===== src/rtl/fifo_stream_reader_pkg.sv =====
// Shared sizing constants, occupancy encoding and the read-issue credit check for the stream reader.
package fifo_stream_reader_pkg;

  localparam int DEFAULT_WORD_SIZE  = 4;
  localparam int DEFAULT_COUNT_SIZE = 16;
  localparam int BUFFER_DEPTH       = 2;
  localparam int OCC_WIDTH          = $clog2(BUFFER_DEPTH + 1);

  typedef logic [OCC_WIDTH-1:0] occ_t;

  typedef enum logic [OCC_WIDTH-1:0] {
    OCC_EMPTY = 2'd0,
    OCC_ONE   = 2'd1,
    OCC_FULL  = 2'd2
  } occ_state_e;

  // A read may issue only if the word it returns is guaranteed a buffer slot,
  // counting the slot a same-cycle pop frees.
  function automatic logic can_issue(input occ_t occupancy, input logic pending, input logic pop);
    logic [OCC_WIDTH:0] committed;
    committed = {1'b0, occupancy}
              + {{OCC_WIDTH{1'b0}}, pending}
              - {{OCC_WIDTH{1'b0}}, pop};
    return committed < (OCC_WIDTH + 1)'(BUFFER_DEPTH);
  endfunction

endpackage


===== src/rtl/skid_buffer.sv =====
// Two-entry in-order output buffer; head is registered and drives the stream directly.
// Push and pop may coincide in any non-empty state without changing occupancy.
module skid_buffer
  import fifo_stream_reader_pkg::*;
#(
  parameter int WORD_SIZE = DEFAULT_WORD_SIZE
) (
  input  logic                 clock,
  input  logic                 reset,
  input  logic                 push,
  input  logic [WORD_SIZE-1:0] push_data,
  input  logic                 pop,
  output logic [WORD_SIZE-1:0] head_data,
  output occ_t                 occupancy
);

  occ_state_e           occ;
  logic [WORD_SIZE-1:0] head;
  logic [WORD_SIZE-1:0] tail;
  logic                 do_pop;

  assign do_pop    = pop && (occ != OCC_EMPTY);
  assign head_data = head;
  assign occupancy = occ;

  always_ff @(posedge clock or posedge reset) begin
    if (reset) begin
      occ  <= OCC_EMPTY;
      head <= '0;
      tail <= '0;
    end else begin
      unique case ({push, do_pop})
        2'b10: begin
          if (occ == OCC_EMPTY) begin
            head <= push_data;
            occ  <= OCC_ONE;
          end else begin
            tail <= push_data;
            occ  <= OCC_FULL;
          end
        end
        2'b01: begin
          if (occ == OCC_FULL) begin
            head <= tail;
            occ  <= OCC_ONE;
          end else begin
            occ  <= OCC_EMPTY;
          end
        end
        2'b11: begin
          // Occupancy holds: the departing head is replaced from tail or directly from the new word.
          if (occ == OCC_ONE) begin
            head <= push_data;
          end else begin
            head <= tail;
            tail <= push_data;
          end
        end
        default: begin
        end
      endcase
    end
  end

endmodule


===== src/rtl/fifo_stream_reader.sv =====
// Drains a registered-output FIFO into a valid/ready stream; read-to-valid latency 2 clocks.
// Reads are issued only when a buffer slot is guaranteed, so m_ready backpressure never loses words.
module fifo_stream_reader
  import fifo_stream_reader_pkg::*;
#(
  parameter int WORD_SIZE  = DEFAULT_WORD_SIZE,
  parameter int COUNT_SIZE = DEFAULT_COUNT_SIZE
) (
  input  logic                  clock,
  input  logic                  reset,
  input  logic                  enable,
  input  logic                  fifo_empty,
  input  logic [WORD_SIZE-1:0]  fifo_data,
  output logic                  fifo_read_enable,
  output logic                  m_valid,
  input  logic                  m_ready,
  output logic [WORD_SIZE-1:0]  m_data,
  output logic                  busy,
  output logic [COUNT_SIZE-1:0] word_count
);

  occ_t occupancy;
  logic pending;
  logic pop;

  assign m_valid = (occupancy != '0);
  assign pop     = m_valid && m_ready;
  assign busy    = m_valid || pending;

  // Gating with reset keeps the first read after the first post-reset edge.
  assign fifo_read_enable = !reset && enable && !fifo_empty
                         && can_issue(occupancy, pending, pop);

  always_ff @(posedge clock or posedge reset) begin
    if (reset) begin
      pending    <= 1'b0;
      word_count <= '0;
    end else begin
      pending <= fifo_read_enable;
      if (pop) begin
        word_count <= word_count + COUNT_SIZE'(1);
      end
    end
  end

  skid_buffer #(
    .WORD_SIZE(WORD_SIZE)
  ) u_skid_buffer (
    .clock    (clock),
    .reset    (reset),
    .push     (pending),
    .push_data(fifo_data),
    .pop      (pop),
    .head_data(m_data),
    .occupancy(occupancy)
  );

endmodule


===== config.mk =====
export PLATFORM = sky130hd
export DESIGN_NAME = fifo_stream_reader
export DESIGN_NICKNAME = d
export VERILOG_FILES = /design/src/rtl/fifo_stream_reader_pkg.sv /design/src/rtl/skid_buffer.sv /design/src/rtl/fifo_stream_reader.sv
export SDC_FILE = /design/constraint.sdc
export NUM_CORES = 1
export LEC_CHECK = 0
export CORE_MARGIN = 2
export CORE_UTILIZATION = 55
export CTS_BUF_LIST = sky130_fd_sc_hd__clkbuf_2 sky130_fd_sc_hd__clkbuf_4 sky130_fd_sc_hd__clkbuf_8
export CTS_CLUSTER_DIAMETER = 200
export CTS_CLUSTER_SIZE = 16
export DETAILED_ROUTE_END_ITERATION = 8
export HOLD_SLACK_MARGIN = 0.08
export PLACE_DENSITY = 0.89
export SKIP_LAST_GASP = 1
export SYNTH_ARGS = -nofsm -noshare
export SYNTH_HDL_FRONTEND = slang
export SYNTH_SLANG_ARGS = --single-unit

===== constraint.sdc =====
create_clock -name clock -period 4.85 [get_ports clock]
set_clock_uncertainty 0.15 [all_clocks]
set_input_delay 0.97 -clock clock [delete_from_list [all_inputs] [get_ports clock]]
set_output_delay 0.97 -clock clock [all_outputs]
set_load 0.1 [all_outputs]

Word-level counts from Yosys, hierarchy flattened
Cells that the tools add are included.
{"block": "totals", "inputBits": 9, "out_inout_bits": 23, "reg_bits": 27}
{"block": "classes", "reduce_logical": 15, "n_eq_ne": 9, "order_cmp": 1, "add_sub_neg": 3, "muxes": 10}
{"operator": "2-to-1 mux 4 bit", "n": 5}
{"operator": "adder 16 x 1 -> 16 bit (second input constant)", "n": 1}
{"operator": "case mux 4 bit (3 select lines)", "n": 1}
{"operator": "case mux 4 bit (2 select lines)", "n": 1}
{"operator": "equality test 2 bit (second input constant)", "n": 3}
{"operator": "AND reduction 3 bit", "n": 2}
{"operator": "nonzero test 2 bit", "n": 3}
{"operator": "logical AND 1 bit", "n": 5}
{"operator": "equality test 2 x 1 -> 1 bit (second input constant)", "n": 2}
{"operator": "inequality test 2 x 1 -> 1 bit (second input constant)", "n": 2}
{"operator": "inequality test 2 bit (second input constant)", "n": 2}
{"operator": "case mux 2 bit (2 select lines)", "n": 1}
{"operator": "adder 2 x 1 -> 3 bit", "n": 1}
{"operator": "< comparator 3 x 2 -> 1 bit (second input constant)", "n": 1}
{"operator": "nonzero test 3 bit", "n": 1}
{"operator": "subtractor 3 x 1 -> 3 bit", "n": 1}
{"operator": "logical NOT 1 bit", "n": 2}
{"operator": "logical NOT 2 bit", "n": 1}
{"operator": "2-to-1 mux 2 bit", "n": 1}
{"operator": "logical OR 1 bit", "n": 1}
{"operator": "2-to-1 mux 1 bit", "n": 1}

Logic depth before layout (Yosys ltp)
Gate-level depths: netlist of the first run.
{"block": "logic_depth", "word_depth": 6, "depth_mapped": 8, "ltp_nobuf": 7}

By module
From an unflattened synthesis of the first run, not the netlist that was laid out.
{"block": "unflattened", "hier_cells": 124, "area_unflattened_um2": 1482.7}
{"module": "fifo_stream_reader", "n_inst": 1, "seq_area_each_um2": 425.4, "cells_per_inst": 70, "area_per_inst_um2": 852.1}
{"module": "skid_buffer", "n_inst": 1, "seq_area_each_um2": 250.2, "cells_per_inst": 54, "area_per_inst_um2": 630.6}

Worst setup path before layout of the first run
No wires, ideal clock.
{"block": "synth_path", "kind": "input port to output port", "from": "input port m_ready", "to": "output port fifo_read_enable", "path_slack_ns": -1.299, "path_stages": 7, "arrival_ns": 5.029, "required_time_ns": 3.730, "cell_sequence": "o21ai_4 > inv_1 > ha_1 > nand2b_1 > fa_1 > nand2_1 > nor4_1"}
{"block": "synth_via", "elab_chain_cells": 4}
{"item": "from (decl)", "line": "fifo_stream_reader.sv:16", "source": "input logic m_ready,"}
{"item": "logical AND 1 bit", "line": "fifo_stream_reader.sv:27", "source": "assign pop = m_valid && m_ready;"}
{"item": "named net pop", "line": "fifo_stream_reader.sv:24", "source": "logic pop;"}
{"item": "subtractor 3 x 1 -> 3 bit", "line": "fifo_stream_reader_pkg.sv:23", "source": "- {{OCC_WIDTH{1'b0}}, pop};"}
{"item": "< comparator 3 x 2 -> 1 bit", "line": "fifo_stream_reader_pkg.sv:24", "source": "return committed < (OCC_WIDTH + 1)'(BUFFER_DEPTH);"}
{"item": "logical AND 1 bit", "line": "fifo_stream_reader.sv:32", "source": "&& can_issue(occupancy, pending, pop);"}
{"item": "to (decl)", "line": "fifo_stream_reader.sv:14", "source": "output logic fifo_read_enable,"}
The timed path passes the listed nets, and every way through them passes these cells.

Worst setup path in the final report of the first run
Ends and elaborated chain as after synthesis.

==> results of run 1 <==
## synth_stat cells
library cell | n | area [µm²]
nand2b_4 | 1 | 13.8
or3_1 | 1 | 6.26
o21ai_0 | 1 | 5.00
buf_6 | 2 | 22.5
nor2_2 | 1 | 6.26
inv_1 | 5 | 18.8
nor4_4 | 1 | 21.3
nor4_1 | 1 | 6.26
ha_1 | 6 | 75.1
fa_1 | 1 | 20.0
o21ai_4 | 1 | 16.3
xor2_1 | 4 | 35.0
nand4_4 | 1 | 21.3
nor2_1 | 3 | 11.3
mux2i_1 | 3 | 30.0
or2_1 | 1 | 6.26
nor3b_2 | 1 | 12.5
o22ai_2 | 1 | 12.5
or2_2 | 1 | 6.26
a21oi_1 | 3 | 15.0
nand2_1 | 11 | 41.3
nand4_1 | 1 | 6.26
mux2_2 | 4 | 45.0
o2111a_1 | 1 | 11.3
nand3_1 | 6 | 30.0
a22o_1 | 4 | 35.0
and3_1 | 2 | 12.5
nand2b_1 | 1 | 6.26
mux2_1 | 4 | 45.0
dfrtp_1 | 27 | 676
a21o_1 | 1 | 7.51
xnor2_1 | 13 | 114
## state kept, by name, summed over array words and instances (netlist names)
| register | flops |
|---|---|
| word_count | 16 |
| u_skid_buffer.occupancy | 2 |
| u_skid_buffer.tail | 4 |
| u_skid_buffer.head_data | 4 |
| pending | 1 |
## report_power, final
part / switching, mW / leakage (nW) / internal [mW]
combinational: 0.514 / 0.417 / 0.218
sequential: 0.0899 / 0.350 / 0.290
clock: 0.0674 / 0.0139 / 0.0315
## cells by family after synthesis
family,synth area share [%]
AO/OA/AOI/OAI,7.37
XOR/XNOR,10.7
adder cells (fa/ha/maj),6.83
buffers and inverters,2.97
flip-flops,48.6
multiplexers,8.63
AND/OR/NAND/NOR,14.9
## worst max-delay path, cell delays in order
cell	delay, ns
clkdlybuf4s50_1	0.54
o21ai_4	0.12
inv_1	0.16
ha_1	0.24
nand2b_1	0.15
fa_1	0.49
nand2_1	0.08
nor4_4	0.30
buf_12	0.22
## routing by layer
layer  global-route usage (%)  up-vias  share of wire, %
met5                        0        -                 0
met4                     3.75        0                 0
met3                     3.01        0               4.1
met2                     36.7       21                52
met1                     23.8      455                44
li1                         -      454                 -
## worst max path at each step
| stage | from | end |
|---|---|---|
| 4_1_cts | m_ready | fifo_read_enable |
| 6_report | m_ready | fifo_read_enable |
| 5_1_grt | m_ready | fifo_read_enable |
| 2_1_floorplan | m_ready | fifo_read_enable |
| 3_3_place_gp | m_ready | fifo_read_enable |
| 3_5_place_dp | m_ready | fifo_read_enable |
## layout make-up
| class | instances | area, µm² |
|---|---|---|
| clock buffer | 3 | 22.5 |
| clock inverter | 1 | 7.51 |
| fill | 180 | 661 |
| inverter | 5 | 18.8 |
| multi-input combinational | 80 | 689 |
| sequential | 27 | 676 |
| tap | 30 | 37.5 |
| timing repair buffer | 31 | 320 |
==> results by group, run 1 <==
Outcome
  • Status: finished, final reports clean

Clock network
  • CTS buffer count: 3
  • Hold_buf cts: 0
  • H-tree levels: 1
  • Clock-pin slew on the worst setup and hold paths: 0.15 ns
  • CTS tree: built
  • Worst skew pair latency: 0.32 ns
  • Postcts setup bufs: 0
  • Root buffer cell: clkbuf_4
  • Longest Clk Path Bufs: 2
  • Post-cts sizing count: 0
  • Clk sinks: 27

Routing
  • WL per Instance: around 15 µm
  • DRC viols: 0
  • Post-route ant nets: 0
  • Routed vias: 930
  • Number of DRC markers in iteration 0: 10
  • Vias per inst: 5.25
  • Detailed Route WL: 2590 µm
  • TritonRoute pass-1 iters: 4

Placement
  • Place WS: 0.437 ns
  • # port buffers: 31
  • Placed insts: 173
  • GP Congestion: 0.746
  • DP Wirelength: 2020 µm
  • Post-placement cell area: approximately 1700 µm²

Synthesis
  • Syn_area_per_cell: 12.2 µm²
  • Seq cells post-synth: 27
  • Post-Synthesis Cells: 114
  • Syn_nets: 130
  • Yosys warning count: 0
  • Library cells used by synthesis: 32
  • Sequential-to-total area share from yosys stat: about half
  • Post-Syn Area: 1390 µm²

Layout
  • Utilization after layout: 72.8%
  • Most frequent cells in the layout: clkdlybuf4s50_1, dfrtp_1, xnor2_1
  • Commonest non-fill, non-tap cell in the layout: clkdlybuf4s50_1
  • N_diodes: 0
  • Post-Layout Cell Count: 177
  • Layout area overhead: 27.3%
  • Share of cells above drive strength 1: about 12%
  • Layout net count: about 160
  • Cell area after layout: 1770 µm²

Global route
  • Initial antenna violation count: 0
  • First-pass GRT wire length: 4130 µm
  • Gr usage total: 19.6%
  • Overflow after GRT: 0
  • Largest net degree at the start of global routing: 28
  • Vias in the first global route: 934

STA
  • Final TNS setup: 0 ns
  • RSZ-0062 raised after global routing: false
  • Normalized max-slew margin: 32.2%
  • Final min period: 4.40 ns
  • Final WS setup: between 0.4 and 0.5 ns
  • Max-slew violation count: 0
  • Slew @ Worst Pin: 1.02 ns
  • Tcrit/Tclk final: 90.7%
  • Final hold slack: 0.336 ns
  • Max frequency: 227 MHz
  • Final setup viols: 0
  • Final Hold Viols: 0

Power
  • Pwr Density: 683 nW/µm²
  • Total Power: 1.21 mW
  • Leakage: about 0.78 nW
  • Peak VDD IR: ~0.64 mV

Critical path
  • Reg2reg end: pending$_DFF_PP0_
  • FF-to-FF setup slack: ~2.2 ns
  • Startpoint Class: primary input
  • Worst EP arrival: ~3.3 ns
  • Critical path class: primary input to primary output
  • FF-to-FF Start: u_skid_buffer.occupancy[1]$_DFFE_PP0P_
  • CP max FO: 7
  • CP required: 3.73 ns
  • Crit end category: primary output
  • Reg2Reg Depth: 7

Floorplanning
  • DIE AREA: 2950 µm²
  • Row count: 18
  • Core Area: 2430 µm²
  • Starting Density: between 50 and 60%
  • Num ports: 32
  • Die span in x: 54.3 µm
  • Die Height: 54.3 µm

Min path
  • HP Start: word_count[15]$_DFFE_PP0P_
  • WHS Endpoint: word_count[15]$_DFFE_PP0P_
  • Hold Path Stages: 1
  • Worst hold path type: register to register

Flow run
  • MaxCap Viol Count: 0
(Power assumes the default switching activity.)
==> run 2, diff against run 1 <==
- CTS_CLUSTER_SIZE: 16 -> 12
==> results of run 2 <==
Final layout, timing and power as in run 1 (identical DEF).
